`config.mk`:
```
export PLATFORM = sky130hd
export DESIGN_NAME = window_frame_sequencer
export DESIGN_NICKNAME = d
export VERILOG_FILES = /design/src/rtl/window_frame_sequencer.sv
export SDC_FILE = /design/constraint.sdc
export NUM_CORES = 1
export LEC_CHECK = 0
export ABC_AREA = 1
export CORE_ASPECT_RATIO = 0.75
export CORE_MARGIN = 3
export CORE_UTILIZATION = 44
export CTS_CLUSTER_DIAMETER = 200
export DETAILED_ROUTE_END_ITERATION = 10
export PLACE_DENSITY = 0.75
export SLEW_MARGIN = 30
export SYNTH_ARGS = -nofsm -noshare
export SYNTH_HDL_FRONTEND = slang
export SYNTH_SLANG_ARGS = --single-unit
export TNS_END_PERCENT = 20
```
`constraint.sdc`:
```
create_clock -name clk_i -period 2.1 [get_ports clk_i]
set_input_delay 0.21 -clock clk_i [delete_from_list [all_inputs] [get_ports clk_i]]
set_output_delay 0.21 -clock clk_i [all_outputs]
set_load 0.05 [all_outputs]
```
`src/rtl/window_frame_sequencer.sv`:
```
`timescale 1ns/1ps
`default_nettype none
// ============================================================================
//  Module   : window_frame_sequencer
//  Purpose  : Registers the pixel stream into the sliding-window generator and
//             appends synthetic pad lines at frame end so the last rows drain.
//  Revision : 1.0 - initial release
// ============================================================================
module window_frame_sequencer #(
    parameter int PX_WIDTH      = 12,
    parameter int PX_PER_CLK    = 4,
    parameter int MAX_LINE_SIZE = 4112,
    parameter int FLUSH_LINES   = 1,
    parameter int LINE_GAP      = 4,
    parameter int PAD_VALUE     = 0,
    localparam int LW_W         = $clog2(MAX_LINE_SIZE / PX_PER_CLK + 1)
) (
    input  logic                           clk_i,
    input  logic                           rst_i,
    input  logic [PX_PER_CLK*PX_WIDTH-1:0] px_data_i,
    input  logic [PX_PER_CLK-1:0]          px_data_val_i,
    input  logic                           line_start_i,
    input  logic                           line_end_i,
    input  logic                           frame_start_i,
    input  logic                           frame_end_i,
    output logic                           in_ready_o,
    output logic [PX_PER_CLK*PX_WIDTH-1:0] px_data_o,
    output logic [PX_PER_CLK-1:0]          px_data_val_o,
    output logic                           line_start_o,
    output logic                           line_end_o,
    output logic                           frame_start_o,
    output logic                           frame_end_o,
    output logic [LW_W-1:0]                line_words_o,
    output logic [15:0]                    line_cnt_o,
    output logic                           frame_done_o,
    output logic                           err_o
);

    localparam int GAP_W = $clog2(LINE_GAP + 2);
    localparam int FL_W  = $clog2(FLUSH_LINES + 2);
    localparam logic [GAP_W-1:0]      c_gap_last = GAP_W'(LINE_GAP);
    localparam logic [FL_W-1:0]       c_fl_last  = FL_W'((FLUSH_LINES == 0) ? 0 : FLUSH_LINES - 1);
    localparam logic [PX_PER_CLK-1:0] c_all_val  = '1;
    localparam logic [PX_WIDTH-1:0]   c_pad_px   = PX_WIDTH'(PAD_VALUE);
    localparam bit                    c_do_flush = (FLUSH_LINES != 0);

    typedef enum logic [1:0] {
        S_IDLE  = 2'd0,
        S_PASS  = 2'd1,
        S_FLUSH = 2'd2
    } state_t;

    state_t                         r_state, w_nxt_state;
    logic                           r_in_ready, w_nxt_in_ready;
    logic [PX_PER_CLK*PX_WIDTH-1:0] r_px_data, w_nxt_px_data;
    logic [PX_PER_CLK-1:0]          r_px_val, w_nxt_px_val;
    logic                           r_ls, w_nxt_ls;
    logic                           r_le, w_nxt_le;
    logic                           r_fs, w_nxt_fs;
    logic                           r_fe, w_nxt_fe;
    logic                           r_done, w_nxt_done;
    logic                           r_err, w_nxt_err;
    logic [LW_W-1:0]                r_line_words, w_nxt_line_words;
    logic [15:0]                    r_line_cnt, w_nxt_line_cnt;
    logic [LW_W-1:0]                r_word_cnt, w_nxt_word_cnt;
    logic [PX_PER_CLK-1:0]          r_last_mask, w_nxt_last_mask;
    logic                           r_measured, w_nxt_measured;
    logic [GAP_W-1:0]               r_gap_cnt, w_nxt_gap_cnt;
    logic [LW_W-1:0]                r_pad_word, w_nxt_pad_word;
    logic [FL_W-1:0]                r_pad_line, w_nxt_pad_line;

    logic            w_any_val;
    logic            w_accept;
    logic            w_take;
    logic            w_last_pad;
    logic [LW_W-1:0] w_cur_words;
    logic [15:0]     w_cnt_base;
    logic [15:0]     w_cnt_inc;
    logic [LW_W-1:0] w_pad_last_word;

    assign w_any_val   = |px_data_val_i;
    assign w_accept    = r_in_ready && w_any_val;
    assign w_cur_words = line_start_i ? LW_W'(1) : r_word_cnt + LW_W'(1);
    assign w_cnt_base  = frame_start_i ? 16'd0 : r_line_cnt;
    assign w_cnt_inc   = (w_cnt_base == 16'hFFFF) ? w_cnt_base : w_cnt_base + 16'd1;
    // A never-measured frame still produces one pad word per line rather than none.
    assign w_pad_last_word = (r_line_words == '0) ? '0 : r_line_words - LW_W'(1);

    always_ff @(posedge clk_i) begin
        if (rst_i) begin
            r_state <= S_IDLE;
        end else begin
            r_state <= w_nxt_state;
        end
    end

    always_comb begin
        w_nxt_state      = r_state;
        w_nxt_px_data    = '0;
        w_nxt_px_val     = '0;
        w_nxt_ls         = 1'b0;
        w_nxt_le         = 1'b0;
        w_nxt_fs         = 1'b0;
        w_nxt_fe         = 1'b0;
        w_nxt_done       = 1'b0;
        w_nxt_err        = w_any_val && !r_in_ready;
        w_nxt_line_words = r_line_words;
        w_nxt_line_cnt   = r_line_cnt;
        w_nxt_word_cnt   = r_word_cnt;
        w_nxt_last_mask  = r_last_mask;
        w_nxt_measured   = r_measured;
        w_nxt_gap_cnt    = r_gap_cnt;
        w_nxt_pad_word   = r_pad_word;
        w_nxt_pad_line   = r_pad_line;
        w_take           = 1'b0;
        w_last_pad       = 1'b0;

        case (r_state)
            S_IDLE: begin
                if (w_accept) begin
                    if (frame_start_i && line_start_i) begin
                        w_take      = 1'b1;
                        w_nxt_state = S_PASS;
                    end else begin
                        w_nxt_err = 1'b1;
                    end
                end
            end
            S_PASS: begin
                if (w_accept) begin
                    w_take = 1'b1;
                    if (frame_start_i) begin
                        w_nxt_err = 1'b1;
                    end
                end
            end
            S_FLUSH: begin
                if (r_gap_cnt != c_gap_last) begin
                    w_nxt_gap_cnt = r_gap_cnt + GAP_W'(1);
                end else begin
                    w_nxt_px_data = {PX_PER_CLK{c_pad_px}};
                    w_nxt_ls      = (r_pad_word == '0);
                    if (r_pad_word == w_pad_last_word) begin
                        w_nxt_px_val   = r_last_mask;
                        w_nxt_le       = 1'b1;
                        w_nxt_pad_word = '0;
                        w_nxt_gap_cnt  = '0;
                        if (r_pad_line == c_fl_last) begin
                            w_nxt_fe    = 1'b1;
                            w_nxt_done  = 1'b1;
                            w_last_pad  = 1'b1;
                            w_nxt_state = S_IDLE;
                        end else begin
                            w_nxt_pad_line = r_pad_line + FL_W'(1);
                        end
                    end else begin
                        w_nxt_px_val   = c_all_val;
                        w_nxt_pad_word = r_pad_word + LW_W'(1);
                    end
                end
            end
            default: w_nxt_state = S_IDLE;
        endcase

        if (w_take) begin
            w_nxt_px_data  = px_data_i;
            w_nxt_px_val   = px_data_val_i;
            w_nxt_ls       = line_start_i;
            w_nxt_le       = line_end_i;
            w_nxt_fs       = frame_start_i;
            w_nxt_word_cnt = w_cur_words;
            if (frame_start_i) begin
                w_nxt_measured = 1'b0;
                w_nxt_line_cnt = '0;
            end
            if (line_end_i) begin
                w_nxt_line_cnt = w_cnt_inc;
                // Only the first line of a frame sets the pad line geometry.
                if (!r_measured || frame_start_i) begin
                    w_nxt_line_words = w_cur_words;
                    w_nxt_last_mask  = px_data_val_i;
                    w_nxt_measured   = 1'b1;
                end
            end
            if (frame_end_i) begin
                if (!line_end_i) begin
                    w_nxt_err = 1'b1;
                end
                if (c_do_flush) begin
                    w_nxt_state    = S_FLUSH;
                    w_nxt_gap_cnt  = '0;
                    w_nxt_pad_word = '0;
                    w_nxt_pad_line = '0;
                end else begin
                    w_nxt_state = S_IDLE;
                    w_nxt_fe    = 1'b1;
                    w_nxt_done  = 1'b1;
                end
            end
        end

        // Hold the source off until the final pad word has left the output stage.
        w_nxt_in_ready = (w_nxt_state != S_FLUSH) && !w_last_pad;
    end

    always_ff @(posedge clk_i) begin
        if (rst_i) begin
            r_in_ready   <= 1'b1;
            r_px_data    <= '0;
            r_px_val     <= '0;
            r_ls         <= 1'b0;
            r_le         <= 1'b0;
            r_fs         <= 1'b0;
            r_fe         <= 1'b0;
            r_done       <= 1'b0;
            r_err        <= 1'b0;
            r_line_words <= '0;
            r_line_cnt   <= '0;
            r_word_cnt   <= '0;
            r_last_mask  <= '0;
            r_measured   <= 1'b0;
            r_gap_cnt    <= '0;
            r_pad_word   <= '0;
            r_pad_line   <= '0;
        end else begin
            r_in_ready   <= w_nxt_in_ready;
            r_px_data    <= w_nxt_px_data;
            r_px_val     <= w_nxt_px_val;
            r_ls         <= w_nxt_ls;
            r_le         <= w_nxt_le;
            r_fs         <= w_nxt_fs;
            r_fe         <= w_nxt_fe;
            r_done       <= w_nxt_done;
            r_err        <= w_nxt_err;
            r_line_words <= w_nxt_line_words;
            r_line_cnt   <= w_nxt_line_cnt;
            r_word_cnt   <= w_nxt_word_cnt;
            r_last_mask  <= w_nxt_last_mask;
            r_measured   <= w_nxt_measured;
            r_gap_cnt    <= w_nxt_gap_cnt;
            r_pad_word   <= w_nxt_pad_word;
            r_pad_line   <= w_nxt_pad_line;
        end
    end

    assign in_ready_o    = r_in_ready;
    assign px_data_o     = r_px_data;
    assign px_data_val_o = r_px_val;
    assign line_start_o  = r_ls;
    assign line_end_o    = r_le;
    assign frame_start_o = r_fs;
    assign frame_end_o   = r_fe;
    assign line_words_o  = r_line_words;
    assign line_cnt_o    = r_line_cnt;
    assign frame_done_o  = r_done;
    assign err_o         = r_err;

endmodule
`default_nettype wire

```
==> After elaboration in Yosys (flattened, before gate mapping) <==
Cells that the tools add are included.
{ "word_totals": {"reg_bits": 119, "latch_bits": 0, "ramBits": 0, "romBits": 0, "input_bits": 58, "mem_count": 0} }
{ "classes": {"n_addsub": 6, "n_mul": 0, "n_div": 0, "magnitude_cmp": 0, "n_eq_ne": 6, "shifts": 0, "muxes": 59, "bitwise_logic": 1, "n_reduce_logical": 15} }
{ "op_table": {"columns": ["op", "n"], "rows": [
  ["two-way mux 11 bit", 7],
  ["two-way mux 16 bit", 3],
  ["two-way mux 2 bit", 13],
  ["two-way mux 1 bit", 24],
  ["adder 11 x 1 -> 11 bit (second input constant)", 2],
  ["logical NOT 11 bit", 2],
  ["adder 16 x 1 -> 16 bit (second input constant)", 1],
  ["== test 16 bit (second input constant)", 1],
  ["two-way mux 4 bit", 4],
  ["two-way mux 3 bit", 5],
  ["== test 11 bit", 1],
  ["subtractor 11 x 1 -> 11 bit (second input constant)", 1],
  ["one-hot mux 2 bit (3 select lines)", 1],
  ["logical AND 1 bit", 4],
  ["logical NOT 2 bit", 2],
  ["one-hot mux 1 bit (2 select lines)", 2],
  ["OR reduction 4 bit", 1],
  ["adder 3 x 1 -> 3 bit (second input constant)", 1],
  ["logical NOT 1 bit", 3],
  ["!= test 3 bit (second input constant)", 1],
  ["AND reduction 3 bit", 1],
  ["adder 2 x 1 -> 2 bit (second input constant)", 1],
  ["== test 2 x 1 -> 1 bit (second input constant)", 1],
  ["== test 2 bit (second input constant)", 1],
  ["4 further kinds", 4]
]} }

==> Logic depth before layout (Yosys ltp) <==
Gate-level depths: netlist of the first run.
{ "logic_depth": {"word_depth": 10, "depth_mapped": 18, "depth_no_buf": 18} }

==> Worst setup path after synthesis of the first run <==
Ideal clock, no wire load.
{ "synth_path": {"kind": "register to register", "start": "reg r_line_cnt[0] (netlist: line_cnt_o[0])", "end": "reg r_line_cnt[10] (netlist: line_cnt_o[10])", "setup_ps": 118, "arrival_ps": 2296, "required_time_ps": 1982, "path_slack_ps": -314, "stages_incl_launch_ff": 17, "synth_period_minus_slack_ps": 2414, "cell_sequence": "dfxtp_1 > inv_1 > nor2_1 > ha_1 > nand2_1 > nor3_1 > nand3_1 > nor4_1 > nand2_1 > nand2_1 > inv_2 > nand2_1 > inv_2 > nand2_1 > o21ai_0 > nand2_1 > nor2_1"} }
{ "synth_via": {"elab_chain_cells": 4} }
{ "synth_lines": {"columns": ["element", "line", "rtl"], "rows": [
  ["from (decl)", "64", "logic [15:0] r_line_cnt, w_nxt_line_cnt;"],
  ["from (signal assigned)", "236", "r_line_cnt <= w_nxt_line_cnt;"],
  ["two-way mux 16 bit *", null, null],
  ["adder 16 x 1 -> 16 bit or == test 16 bit (tied branches)", "85", "assign w_cnt_inc = (w_cnt_base == 16'hFFFF) ? w_cnt_base : w_cnt_base + 16'd1;"],
  ["two-way mux 16 bit *", "85", null],
  ["two-way mux 16 bit *", "176", "if (line_end_i) begin"]
]} }
Mark *: on every way between the ends. The rest lies on a longest branch, timed or not.
A chain may end at the register's enable or synchronous reset.

==> Final worst setup path of the first run <==
{ "layout_path": {"start": "reg r_line_words[1] (netlist: line_words_o[1])", "end": "reg r_pad_word[5]"} }
{ "layout_via": {"elab_chain_cells": 8} }
{ "layout_lines": {"columns": ["element", "line", "rtl"], "rows": [
  ["from (decl)", "63", "logic [LW_W-1:0] r_line_words, w_nxt_line_words;"],
  ["from (signal assigned)", "235", "r_line_words <= w_nxt_line_words;"],
  ["subtractor 11 x 1 -> 11 bit or logical NOT 11 bit (tied branches)", "87", "assign w_pad_last_word = (r_line_words == '0) ? '0 : r_line_words - LW_W'(1);"],
  ["two-way mux 11 bit *", "87", null],
  ["== test 11 bit *", "143", "if (r_pad_word == w_pad_last_word) begin"],
  ["two-way mux 11 bit *", "143", null],
  ["two-way mux 11 bit *", "138", "if (r_gap_cnt != c_gap_last) begin"],
  ["two-way mux 11 bit *", "118", "case (r_state)"],
  ["two-way mux 11 bit", "185", "if (frame_end_i) begin"],
  ["two-way mux 11 bit *", "165", "if (w_take) begin"],
  ["to (signal assigned)", "241", "r_pad_word <= w_nxt_pad_word;"],
  ["to (decl)", "69", "logic [LW_W-1:0] r_pad_word, w_nxt_pad_word;"]
]} }
Marked as above.

==> impl_metrics.json, run 1 <==
{
  "status": "complete, but fails checks",
  "cts.sinks": 119,
  "wirelength_um": 16300,
  "rsz0062_at_grt": "true",
  "clock-root-buffer": "clkbuf_16",
  "antenna_found_initial": 0,
  "nNetsFinal": 1060,
  "drive_above_1_share_pct": 18.0,
  "crit_path_end_kind": "register",
  "area_growth_syn_to_layout_pct": 54.7,
  "synth_most_common_cell": "nor2_1",
  "postLayoutCellArea_um2": 8330,
  "synth-compound-area-share_pct": 10.7,
  "wl_per_cell_um": 14.0,
  "synth_flop_cell": "dfxtp_1",
  "slew_headroom_pct": 61.8,
  "finalClockSkew_ns": 0.00935,
  "setup_viol": 12,
  "ioPinCount": 144,
  "ff2ff_setup_slack_ns": -0.04,
  "cp.arrival_ns": 2.44,
  "clk_latency_ns": 0.41,
  "muxShareOfSynthArea_pct": 0,
  "worstPathMaxFanout": 8,
  "track_usage_pct": 23.6,
  "ys_types": 34,
  "synth.area.top_cells": "dfxtp_1 44%, nor2_1 10%, nand2_1 9.1%",
  "drtIter0Drc": 396,
  "h-tree-depth": 4,
  "place_area_um2": 7490,
  "yosys.area_share.simple_pct": 30.0,
  "synthAdderAreaFrac_pct": 2.09,
  "start_util_pct": 45.7,
  "fp.dieH_um": 102,
  "cts_tree": "yes",
  "io_buffers": 143,
  "row_count": 34,
  "timing.critical_path.mode_cell": "nand2_2",
  "final_antenna_net_count": 0,
  "power_density_nw_per_um2": 1120,
  "synth_edf_count": 0,
  "numCtsBuffers": 17,
  "violations": "setup timing",
  "final_max_slew_viol_count": 0,
  "fin_total_pwr_mw": 9.31,
  "syn_area_um2": 5390,
  "hold_viol": 0,
  "critPathRequiredTime_ns": 2.39,
  "synth_top_area_share_pct": 44.2,
  "synth-xor-area-share_pct": 2.11,
  "cpPeakStageDelay_ns": 0.34,
  "crit_type": "reg -> reg",
  "synthTopCellsByCount": "143 x nor2_1, 130 x nand2_1, 123 x inv_1, 119 x dfxtp_1, 55 x o21ai_0",
  "max_freq_mhz": 467,
  "path_clk_slew_ns": 0.06,
  "grt_max_degree": 36,
  "vias": 5727,
  "antenna_cells_inserted": 0,
  "min-delay-path-class": "in -> reg",
  "cp_cell_sequence": "inv_4 > ha_4 > nand2_4 > nor2_4 > buf_6 > nand3_4 > nand2_2 > nand2_2 > nand2_2 > nand2_2 > nor2_2 > nand3_2 > nor2_4 > nand2_4 > nand2_4 > nor2_1",
  "irDropWorstVdd_uv": 655,
  "ys_seq_area_share_pct": 44.2,
  "ys_ff_latch": 119,
  "dr.pass1.iters": 7,
  "syn_avg_cell_area_um2": 6.96,
  "setup_slack_ns": -0.0430,
  "clock_path_buffers": 2,
  "syn-num-nets": 841,
  "final_core_util_pct": 70.7,
  "leakagePower_nw": 3.67,
  "tightest_slew_ns": 0.571,
  "avgViaCountPerCell": 4.90,
  "yosys.area.top_type": "dfxtp_1",
  "grt_pass1_vias": 5258,
  "crit_slowest_cell": "dfxtp_4",
  "grt_pass1_wl_um": 25800,
  "fill_cells": 935,
  "period_minus_slack_ns": 2.14,
  "die_width_um": 134,
  "yosys_warnings": 0,
  "core_area_um2": 11800,
  "cp-start-kind": "register",
  "routabilityCongestion": 0.955,
  "timing.setup.tns_ns": -0.229,
  "syn-instance-count": 774,
  "dieArea_um2": 13600,
  "fin_crit_sh_pct": 102,
  "async_reset_ff_share_pct": 0,
  "overflow": 0,
  "drv_cap": 0,
  "drc": 0,
  "dp_hpwl_um": 11900,
  "synth_top_family_by_area": "simple AND/OR/NAND/NOR gates",
  "cts_hold_buf": 0
}
## registers in the layout, summed over array words and instances, names as in the netlist, 2 cells and up
signal         count
px_data_val_o      4
line_words_o      11
r_state            2
r_gap_cnt          3
r_pad_word        11
px_data_o         48
r_pad_line         2
line_cnt_o        16
r_last_mask        4
r_word_cnt        11
## placed cells by master, fill, tap and decap left out, types with 3 or more instances in the layout
master           instances
xor2_1                  12
ha_1                     8
inv_1                  119
nor2_1                 133
buf_4                   68
inv_4                    4
nor2_2                  12
dfxtp_1                113
nand2_4                  3
nand3_4                  3
inv_2                    8
o21ai_0                 50
a31oi_1                  5
clkinv_4                 4
nand2_1                116
nand3_2                  5
buf_6                    4
nand3_1                 43
clkdlybuf4s50_1        142
nor2_4                   5
clkbuf_16               18
nor3_1                  12
dfxtp_4                  4
a21oi_1                 42
o21ai_1                  5
clkinvlp_4               4
nor3_2                   4
nand2_2                 18
nand4_1                 16
## routing by layer
metal / GRT usage, % / wire, um / share of wire (%) / vias up
met5: 0 / 0 / 0 / -
met4: 6.48 / 197 / 1.2 / 0
met3: 5.81 / 1150 / 7.0 / 20
met2: 37.4 / 7630 / 47 / 194
met1: 32.4 / 7370 / 45 / 2633
li1: - / - / - / 2880
## final cells by class
cell class	count	area, um2	share of cell area [%]
Timing Repair Buffer	217	2030	24.4
Tap cell	162	203	2.43
Inverter	131	502	6.02
Clock buffer	19	454	5.45
Multi-Input combinational cell	507	2620	31.5
Clock inverter	13	123	1.47
Sequential cell	119	2400	28.8
## kinds of logic after synthesis
group | count (synthesis)
AO/OA/AOI/OAI | 110
XOR/XNOR | 13
flip-flops | 119
AND/OR/NAND/NOR | 372
buffers and inverters | 151
adder cells (fa/ha/maj) | 9
## worst max-delay path, delay by kind of cell, from the launching register on
kind / cells / cell delay [ns]
simple gates: 13 / 1.31
fa+ha+maj: 1 / 0.15
buf+inv: 2 / 0.21
flops: 1 / 0.34
## report_power, final
group          internal, mW  total [mW]  switching [mW]
clock network          1.70        2.79            1.09
logic                  1.43        3.81            2.39
registers              2.53        2.70           0.164
## final timing paths
check / startpoint / cells after the start / endpoint
worst min-delay path: px_data_i[27] / 3 / px_data_o[27]$_SDFF_PP0_
worst max-delay path: line_words_o[1]$_SDFFE_PP0P_ / 16 / r_pad_word[5]$_SDFF_PP0_
worst min register to register: r_measured$_SDFFE_PP0P_ / 2 / r_measured$_SDFFE_PP0P_
worst max register to register: line_words_o[1]$_SDFFE_PP0P_ / 16 / r_pad_word[5]$_SDFF_PP0_
## metrics by stage
step / std cells / setup WS, ns / hold slack, ns
finish: 1168 / -0.0430 / 0.312
global route: 1168 / -0.166 / 0.313
CTS: 1166 / 0.000508 / 0.305
detailed placement: 1128 / -0.270 / 0.476
global placement: 1128 / -0.183 / 0.469
floorplan: 774 / -0.00692 / 0.288
## timing repair
item / CTS / global route
cloned: 2 / 1
pin swaps: 9 / 18
setup buffers: 4 / 1
resized for setup: 14 / 46
setup endpoints to repair: 23 / 38
hold endpoints to repair: 0 / 0
Note: power is estimated with default switching activity, not from simulation.
==> inputs of run 2 (changes only) <==
--- a/config.mk
+++ b/config.mk
@@ -6,9 +6,11 @@
 export NUM_CORES = 1
 export LEC_CHECK = 0
 export ABC_AREA = 1
+export CELL_PAD_IN_SITES_DETAIL_PLACEMENT = 1
+export CELL_PAD_IN_SITES_GLOBAL_PLACEMENT = 1
 export CORE_ASPECT_RATIO = 0.75
 export CORE_MARGIN = 3
-export CORE_UTILIZATION = 44
+export CORE_UTILIZATION = 31
 export CTS_CLUSTER_DIAMETER = 200
 export DETAILED_ROUTE_END_ITERATION = 10
 export PLACE_DENSITY = 0.75
==> run 2 against run 1 <==
- sequential share of layout area decreased by 1.6 points
- the flow still finishes with violations (setup timing)
- sequential cell count unchanged
- largest cell class unchanged
- utilization decreased by 19 points
- combinational power increased by 12%
- first-iteration DRC count decreased by 47%
- sequential power about the same
- largest power group unchanged
- global-route usage decreased by 2.4 points
- fmax decreased by 2.9%
- critical path type unchanged
- power increased by 7.5%
- worst hold slack got worse by 0.012 ns
- cell area increased by 6.1%
==> impl_metrics.json, run 2 (same netlist as run 1, synthesis figures left out) <==
{
  "ioPinCount": 144,
  "fp.dieH_um": 120,
  "fill_cells": 2096,
  "rr_endpoint": "line_cnt_o[10]$_SDFFE_PP0P_",
  "multi_input_area_um2": 2800,
  "cp.arrival_ns": 2.51,
  "vias": 5855,
  "wirelength_um": 20000,
  "layout_common_cells": "142 x clkdlybuf4s50_1, 127 x nor2_1, 117 x inv_1",
  "clock-root-buffer": "clkbuf_16",
  "leakagePower_nw": 3.88,
  "grt_max_degree": 50,
  "clk_latency_ns": 0.42,
  "min_to": "px_data_o[41]$_SDFF_PP0_",
  "tightest_slew_ns": 0.549,
  "overflow": 0,
  "drv_cap": 0,
  "max_freq_mhz": 453,
  "cp-start-kind": "register",
  "grt_pass1_vias": 6178,
  "path_clk_slew_ns": 0.07,
  "antenna_found_initial": 0,
  "finalClockSkew_ns": 0.0173,
  "routabilityCongestion": 0.876,
  "rr_startpoint": "line_cnt_o[1]$_SDFFE_PP0P_",
  "die_width_um": 158,
  "cts_tree": "yes",
  "status": "complete, but fails checks",
  "fin_crit_sh_pct": 105,
  "numCtsBuffers": 17,
  "postLayoutCellArea_um2": 8840,
  "final_antenna_net_count": 0,
  "irDropWorstVdd_uv": 550,
  "regArea_um2": 2410,
  "dieArea_um2": 19000,
  "drc": 0,
  "final_core_util_pct": 52.2,
  "layout_commonest_cell": "clkdlybuf4s50_1",
  "crit_type": "reg -> reg",
  "timing.setup.tns_ns": -1.23,
  "row_count": 41,
  "clock_path_buffers": 2,
  "grt_pass1_wl_um": 31800,
  "fin_total_pwr_mw": 10.0,
  "drtIter0Drc": 209,
  "period_minus_slack_ns": 2.21,
  "largest_reg_flops": 48,
  "wl_per_cell_um": 16.1,
  "core_area_um2": 16900,
  "ff2ff_setup_slack_ns": -0.11,
  "io_buffers": 143,
  "avgViaCountPerCell": 4.69,
  "place_inst": 1201,
  "r2r_cells": 16,
  "dp_slack_ns": -0.330,
  "setup_slack_ns": -0.107,
  "start_util_pct": 31.8,
  "antenna_cells_inserted": 0,
  "hold_start": "px_data_i[41]",
  "final_max_slew_viol_count": 0,
  "nNetsFinal": 1087,
  "hold_ws_ns": 0.300,
  "track_usage_pct": 21.2,
  "dp_hpwl_um": 14500,
  "stdcell_count": 1248,
  "drive_above_1_share_pct": 23.3,
  "setup_viol": 22,
  "power_density_nw_per_um2": 1130,
  "h-tree-depth": 4,
  "hold_depth": 3,
  "min-delay-path-class": "in -> reg",
  "dr.pass1.iters": 4,
  "cts.sinks": 119,
  "area_growth_syn_to_layout_pct": 64.1,
  "violations": "setup timing",
  "place_area_um2": 7720,
  "hold_viol": 0,
  "worstPathMaxFanout": 6,
  "critPathRequiredTime_ns": 2.41,
  "rsz0062_at_grt": "true",
  "crit_path_end_kind": "register",
  "slew_headroom_pct": 63.3
}
## run 2: worst max path at each step
stage               cells past startpoint                          end                          from  slack, ns
floorplan                              15     r_pad_word[6]$_SDFF_PP0_  line_words_o[0]$_SDFFE_PP0P_     -0.007
global placement                       16   line_cnt_o[8]$_SDFFE_PP0P_                 frame_start_i      -0.23
detailed placement                     16   line_cnt_o[8]$_SDFFE_PP0P_                 frame_start_i      -0.33
CTS                                    18     r_pad_line[1]$_SDFF_PP0_  line_words_o[1]$_SDFFE_PP0P_      -0.04
global route                           16  line_cnt_o[10]$_SDFFE_PP0P_    line_cnt_o[1]$_SDFFE_PP0P_      -0.25
finish                                 16  line_cnt_o[10]$_SDFFE_PP0P_    line_cnt_o[1]$_SDFFE_PP0P_      -0.11
## run 2: area by class of cell
type / instances / share of cell area (%)
Clock buffer: 17 / 4.81
Inverter: 131 / 5.65
Clock inverter: 15 / 2.02
Sequential cell: 119 / 27.2
Multi-Input combinational cell: 506 / 31.7
Timing Repair Buffer: 245 / 25.6
Tap cell: 215 / 3.04
## run 2: power breakdown
part / leakage (nW) / total, mW / switching (mW) / internal [mW]
combinational: 2.61 / 4.25 / 2.57 / 1.68
clock: 0.303 / 3.02 / 1.22 / 1.80
sequential: 0.973 / 2.73 / 0.190 / 2.54
## run 2: what timing repair did
| item | 4_1_cts | 5_1_grt |
|---|---|---|
| setup endpoints to repair | 24 | 44 |
| gates cloned | 2 | 0 |
| pin swaps | 16 | 37 |
| hold buffers | 0 | 0 |
| buffers inserted | 5 | 8 |
| resized for setup | 32 | 80 |
## run 2: worst max-delay path, cell delays in order (launching register included)
cell and delay, ns:
dfxtp_4 0.35, inv_2 0.04, nor2_4 0.14, ha_4 0.16, nand2_4 0.05, nor3_4 0.22, nand3_2 0.14, nor4_4 0.30
nand2_1 0.13, nand2_2 0.11, inv_4 0.07, nand2_2 0.08, inv_2 0.05, nand2_2 0.07, o21ai_2 0.05, nand2_1 0.07
nor2_1 0.04
## run 2: routing by layer
metal	routed length (um)	track usage [%]	vias to the layer above
met5	0	0	-
met4	182	4.89	0
met3	1490	8.12	14
met2	9100	32.6	133
met1	9260	28.2	2774
li1	-	-	2934
